## src/rtl/cond_accum_monitor.sv

```systemverilog
// Conditional accumulator with a step counter, threshold comparators and a
// debounced sticky HIT monitor FSM.
module cond_accum_monitor #(
  parameter int WIDTH    = 2,
  parameter int CNT_W    = 2,
  parameter int INIT     = 1,
  parameter int THRESH   = 2,
  parameter int HOLD_CYC = 2
) (
  input  logic             clk,
  input  logic             reset,
  input  logic             en,
  input  logic             clr,
  input  logic [1:0]       mode,
  input  logic [WIDTH-1:0] add,
  output logic [WIDTH-1:0] x_out,
  output logic [CNT_W-1:0] step,
  output logic             z_gt,
  output logic             z_eq,
  output logic             z_hit
);

  localparam int HC_W = $clog2(HOLD_CYC + 1);
  localparam logic [WIDTH-1:0] INIT_W = WIDTH'(INIT);
  localparam logic [HC_W-1:0]  HOLD_W = HC_W'(HOLD_CYC);
  // A threshold at or beyond the largest x value can never be exceeded.
  localparam bit               THRESH_HI = (THRESH >= (2 ** WIDTH) - 1);
  localparam bit               THRESH_EQ_OK = (THRESH < (2 ** WIDTH));
  localparam logic [WIDTH-1:0] THRESH_W = WIDTH'(THRESH);

  localparam logic [1:0] MODE_MATCH  = 2'b00;
  localparam logic [1:0] MODE_ALWAYS = 2'b01;
  localparam logic [1:0] MODE_SAT    = 2'b10;
  localparam logic [1:0] MODE_HOLD   = 2'b11;

  typedef enum logic [1:0] {WATCH = 2'd0, PEND = 2'd1, HIT = 2'd2} state_t;

  logic [WIDTH-1:0] x_q, x_d;
  logic [CNT_W-1:0] step_q;
  logic [HC_W-1:0]  hc_q, hc_d;
  state_t           state_q, state_d;
  logic             advance;

  function automatic logic [WIDTH-1:0] sat_add(input logic [WIDTH-1:0] a,
                                               input logic [WIDTH-1:0] b);
    logic [WIDTH:0] sum;
    sum = {1'b0, a} + {1'b0, b};
    return sum[WIDTH] ? {WIDTH{1'b1}} : sum[WIDTH-1:0];
  endfunction

  assign advance = en && !clr;

  always_comb begin
    x_d = x_q;
    unique case (mode)
      MODE_MATCH:  if (add == x_q) x_d = x_q + add;
      MODE_ALWAYS: x_d = x_q + add;
      MODE_SAT:    if (add == x_q) x_d = sat_add(x_q, add);
      MODE_HOLD:   x_d = x_q;
      default:     x_d = x_q;
    endcase
  end

  // Datapath registers: x and the enabled-cycle counter
  always_ff @(posedge clk or negedge reset) begin
    if (!reset) begin
      x_q    <= INIT_W;
      step_q <= '0;
    end else if (clr) begin
      x_q    <= INIT_W;
      step_q <= '0;
    end else if (en) begin
      x_q    <= x_d;
      step_q <= step_q + 1'b1;
    end
  end

  assign z_gt  = !THRESH_HI && (x_q > THRESH_W);
  assign z_eq  = THRESH_EQ_OK && (x_q == THRESH_W);
  assign x_out = x_q;
  assign step  = step_q;

  // Monitor FSM: state register
  always_ff @(posedge clk or negedge reset) begin
    if (!reset) begin
      state_q <= WATCH;
      hc_q    <= '0;
    end else begin
      state_q <= state_d;
      hc_q    <= hc_d;
    end
  end

  // Monitor FSM: next state, judged on z_gt of the current x
  always_comb begin
    state_d = state_q;
    hc_d    = hc_q;
    if (clr) begin
      state_d = WATCH;
      hc_d    = '0;
    end else if (advance) begin
      unique case (state_q)
        WATCH: begin
          if (z_gt) begin
            if (HOLD_CYC == 1) begin
              state_d = HIT;
              hc_d    = '0;
            end else begin
              state_d = PEND;
              hc_d    = HC_W'(1);
            end
          end
        end
        PEND: begin
          if (!z_gt) begin
            state_d = WATCH;
            hc_d    = '0;
          end else if (hc_q + HC_W'(1) == HOLD_W) begin
            state_d = HIT;
            hc_d    = '0;
          end else begin
            hc_d = hc_q + HC_W'(1);
          end
        end
        HIT:     state_d = HIT;
        default: begin
          state_d = WATCH;
          hc_d    = '0;
        end
      endcase
    end
  end

  // Monitor FSM: outputs
  always_comb begin
    z_hit = (state_q == HIT);
  end

endmodule

```

## config.mk

```make
export PLATFORM = sky130hd
export DESIGN_NAME = cond_accum_monitor
export DESIGN_NICKNAME = d
export VERILOG_FILES = /design/src/rtl/cond_accum_monitor.sv
export SDC_FILE = /design/constraint.sdc
export NUM_CORES = 1
export LEC_CHECK = 0
export ABC_AREA = 1
export ABC_CLOCK_PERIOD_IN_PS = 1800
export CAP_MARGIN = 20
export CORE_AREA = 2 2 39 41
export CTS_CLUSTER_SIZE = 8
export DETAILED_ROUTE_END_ITERATION = 12
export DIE_AREA = 0 0 41 43
export PLACE_DENSITY = 0.69
export REMOVE_ABC_BUFFERS = 1
export SLEW_MARGIN = 20
export SYNTH_ARGS = -nofsm -noshare
export SYNTH_HDL_FRONTEND = slang
export SYNTH_SLANG_ARGS = --single-unit
```

## constraint.sdc

```tcl
create_clock -name clk -period 1.8 [get_ports clk]
set_input_delay 0.18 -clock clk [delete_from_list [all_inputs] [get_ports clk]]
set_output_delay 0.18 -clock clk [all_outputs]
set_load 0.01 [all_outputs]
```

# Word-level counts from Yosys, hierarchy flattened
# Index checks and enable logic that the tools add are counted.
# classes
n_mux	19
add_sub_neg	4
reduce_logical	9
eq_ne	14
magnitude_cmp	1
# op_table
cell	n
2-bit 2-to-1 mux	16
2-bit case mux with 3 select lines	3
2-bit equality test, second input constant	5
3-bit inequality test, second input constant	3
3-bit AND reduction	2
2-bit by 1-bit adder with 2-bit output, second input constant	2
2-bit by 1-bit equality test with 1-bit output, second input constant	2
2-bit zero test	2
2-bit inequality test, second input constant	2
4-bit inequality test, second input constant	1
4-bit AND reduction	1
2-bit nonzero test	2
2-bit by 2-bit adder with 3-bit output	1
2-bit adder	1
2-bit equality test	1
2-bit > comparator, second input constant	1
1-bit logical AND	1
1-bit zero test	1
# word_totals
register_bits	8
in_bits	8
out_inout_bits	7
wordCells	51

# Logic depth before layout (Yosys ltp)
# depth
word_depth	7
mapped_depth	7
ltp_nobuf	7

# Worst setup path after synthesis
# OpenSTA, ideal clock, no wires.
# synth_timing
path_kind	register -> register
startpoint	register x_q[0], in the netlist x_out[0]
endpoint	register x_q[1], in the netlist x_out[1]
n_path_buf	0
setup_ns	0.117
required_ns	1.683
t_arrival_ns	1.341
stages_incl_launch_ff	7
synth_period_minus_slack_ns	1.459
setup_slack_ns	0.341
cell_sequence	dfstp_2 ha_1 fa_1 inv_1 a21oi_1 nand3_1 nand2_1
# synth_between
elab_chain_len	6
word_cells_on_any_way	12
cone_classes	add/sub: 2; eq/ne: 3; mux: 6; reduce/logical: 1
# synth_rtl
element	line	rtl
start: declaration	38	logic [WIDTH-1:0] x_q, x_d;
start signal: assignment	67	x_q <= INIT_W;
start signal: assignment	70	x_q <= INIT_W;
start signal: assignment	73	x_q <= x_d;
2-bit by 2-bit adder with 3-bit output	47	sum = {1'b0, a} + {1'b0, b};
2-bit 2-to-1 mux	48	return sum[WIDTH] ? {WIDTH{1'b1}} : sum[WIDTH-1:0];
2-bit 2-to-1 mux	58	MODE_SAT: if (add == x_q) x_d = sat_add(x_q, add);
2-bit case mux with 3 select lines	55	unique case (mode)
2-bit 2-to-1 mux	72	end else if (en) begin
2-bit 2-to-1 mux	69	end else if (clr) begin
# Parallel ways exist; a longest one is shown, timed or not. The select of a mux whose other input is x is not followed.
# A chain may end at the register's enable or synchronous reset.

# Worst setup path in the final report
# layout_timing
startpoint	register state_q[0]
endpoint	output z_hit
# layout_between
elab_chain_len	1
# layout_rtl
element	line	rtl
start: declaration	41	state_t state_q, state_d;
start signal: assignment	89	state_q <= state_d;
2-bit equality test	136	z_hit = (state_q == HIT);
end: declaration	20	output logic z_hit
# No other way between the ends.

==> reports/metrics.cfg <==
[outcome]
status = finished, final reports clean

[detailed_routing]
first_pass_iters = 4
drt-vias-per-instance = 4.688
postRouteAntennaNets = 0
detail_route.wl_per_cell_um = 10.21
routed_wirelength_um = 1143
drtIter0Drc = 12
drc_errors = 0
num_vias = 525

[power_and_ir_drop]
power.share.clock = 0.209
p_sw_frac = 0.3896
pwr-share-comb = 0.400
p_seq_frac = 0.392
switchingPower_uw = 287.5
power_density_mw_per_mm2 = 1020
p_leak_uw = 0.0003872
internal_power_uw = 450.5
vdd_drop_max_v = 0.0006044

[global_route]
grt_util_met3 = 0.09424
grt_overflow_total = 0
grt_usage = 0.1734
grt_pass1_vias = 473
grt_pass1_wl_um = 1966
grtUsageMet1 = 0.2292
grt-busiest-layer = met1
grt_max_degree = 9
use_met2 = 0.2156
antenna_found_initial = 0

[place]
place_ws_ps = 151.9
port_buffers = 14
place_hpwl_um = 856.8
routabilityCongestion = 0.7692

[timing]
skew_ps = 3.930
whs_ps = 198.4
finalCritPeriodShare = 0.8982
setup_viol = 0
maxSlewViolCount = 0
maxClockFrequency_mhz = 618.5
relSlewSlack = 0.7496
layout_setup_ws_ps = 183.2
fin_tns_setup_ps = 0
final-hold-violation-count = 0
tightest_slew_ps = 374.4
min_period_ps = 1617
rsz0062_at_grt = false

[floorplan]
die_w_um = 41
placementRows = 14
io_pins = 15
initial_core_util = 0.3861
die_h_um = 43
coreArea_sq_mm = 0.001384
die-area_sq_mm = 0.001763

[yosys]
synthDistinctLibCells = 16
avgSynthCellArea_sq_um = 6.850
synth_seq_cells = 8
syn-cell-area_sq_um = 534.3
synthAdderAreaFrac = 0.08431
synth_compound_area_frac = 0.08431
synth_xor_area_frac = 0
yosys_warnings = 0
ys_seq_area_frac = 0.3770
synth_mux_area_frac = 0
synth_top_family_by_area = simple AND/OR/NAND/NOR gates
synthCells = 78
synth_simple_gate_area_frac = 0.3607

[finish]
drive_gt1_frac = 0.09375
syn2layout_area_growth_pct = 35.36
layout_commonest_cell = nand2_1
fillers = 143
layout_common_cells = nand2_1 (21), clkdlybuf4s50_1 (13), inv_1 (12)
diodes = 0
nets = 108

[cts]
cts_tree = done
clock_path_buffers = 2
clkLatencyLatePin_ps = 260
ctsResizeCount = 0
htreeDepth = 1
cts_hold_buf = 0
cts_buffers = 3
clockRootBuffer = clkbuf_4
clk_pin_slew_ps = 60
cts_sinks = 8
cts_setup_buffers = 0

[job]
max_cap_violations = 0

[worst_setup_path]
critical_path_class = reg -> out
startpoint = state_q[0]$_DFFE_PN0P_
cp-start-kind = flip-flop
arrival_ps = 1440
worstReg2RegEnd = x_out[1]$_DFFE_PN0P_
required_ps = 1620
ff2ff_path_depth = 6
rrSetupSlack_ps = 280
slowest_stage = clkdlybuf4s50_1
max_stage_delay_ps = 550
crit_path_max_fanout = 7
crit_chain = nor2_2, clkdlybuf4s50_1
cp-end-kind = output pin
timing.rr.start = x_out[0]$_DFFE_PN1P_

[min_path]
hp-class = in -> async

==> critical path: cells and delay by family, from the launching register on <==
family	cells	cell delay [ps]
buf+inv	1	550
flops	1	450
simple gates	1	170
==> cells in the mapped netlist, drive strengths merged <==
cell type / number / area, sq um
dfrtp: 7 / 175.2
a21oi: 3 / 15.01
inv: 12 / 45.04
nor3: 1 / 5.000
dfstp: 1 / 26.28
fa: 1 / 20.02
ha: 2 / 25.02
nand3: 8 / 40.04
o21ai: 6 / 30.02
nor2: 13 / 56.31
clkinv: 1 / 5.000
nand2: 22 / 85.09
nand4: 1 / 6.260
==> final cells by class <==
| cell class | count | area [sq um] | area share |
|---|---|---|---|
| clock buffer | 4 | 26.28 | 0.03633 |
| inverter | 13 | 50.05 | 0.06920 |
| multi-input combinational | 57 | 282.8 | 0.3910 |
| sequential | 8 | 201.4 | 0.2785 |
| tap | 16 | 20.02 | 0.02768 |
| timing repair buffer | 14 | 142.6 | 0.1972 |
==> metrics by stage <==
step	cell area (sq um)	instances	power, uW	utilization
after floorplan	534.3	78	463.9	-
after global placement	694.4	108	583.9	0.5018
after detailed placement	694.4	108	587.7	0.5018
after CTS	720.7	112	747.0	0.5208
after global routing	723.2	112	806.4	0.5226
final	723.2	112	738.0	0.5226
==> logic make-up (layout without fill, tap and decap cells) <==
logic type | Yosys count | count (layout)
AND/OR/NAND/NOR | 45 | 45
buffers and inverters | 13 | 31
AO/OA/AOI/OAI | 9 | 9
flip-flops | 8 | 8
adder cells (fa/ha/maj) | 3 | 3
==> per-layer routing <==
layer  vias up  routed length, um
met1       224                549
met4         0                 27
met5         -                  0
met2        16                480
met3         4                 86
li1        281                  -
==> power by group through the flow <==
| stage | Clock [uW] | Sequential [uW] | Combinational [uW] |
|---|---|---|---|
| 6_report | 154 | 289 | 295 |
| 5_1_grt | 173 | 297 | 337 |
| 4_1_cts | 160 | 288 | 298 |
| 3_5_place_dp | 0 | 291 | 297 |
| 3_3_place_gp | 0 | 293 | 291 |
| 2_1_floorplan | 0 | 285 | 179 |
==> registers in the layout, indices dropped and copies added (netlist names) <==
register and cells:
hc_q 2, state_q 2, step 2, x_out 2
==> worst max-delay path by stage <==
stage	slack [ps]	end	cells after the start
floorplan	340	x_out[1]$_DFFE_PN0P_	6
global placement	180	x_out[1]$_DFFE_PN0P_	7
detailed placement	150	x_out[1]$_DFFE_PN0P_	7
CTS	20	z_gt	3
global route	120	z_hit	2
finish	180	z_hit	2
(Power assumes the default switching activity.)
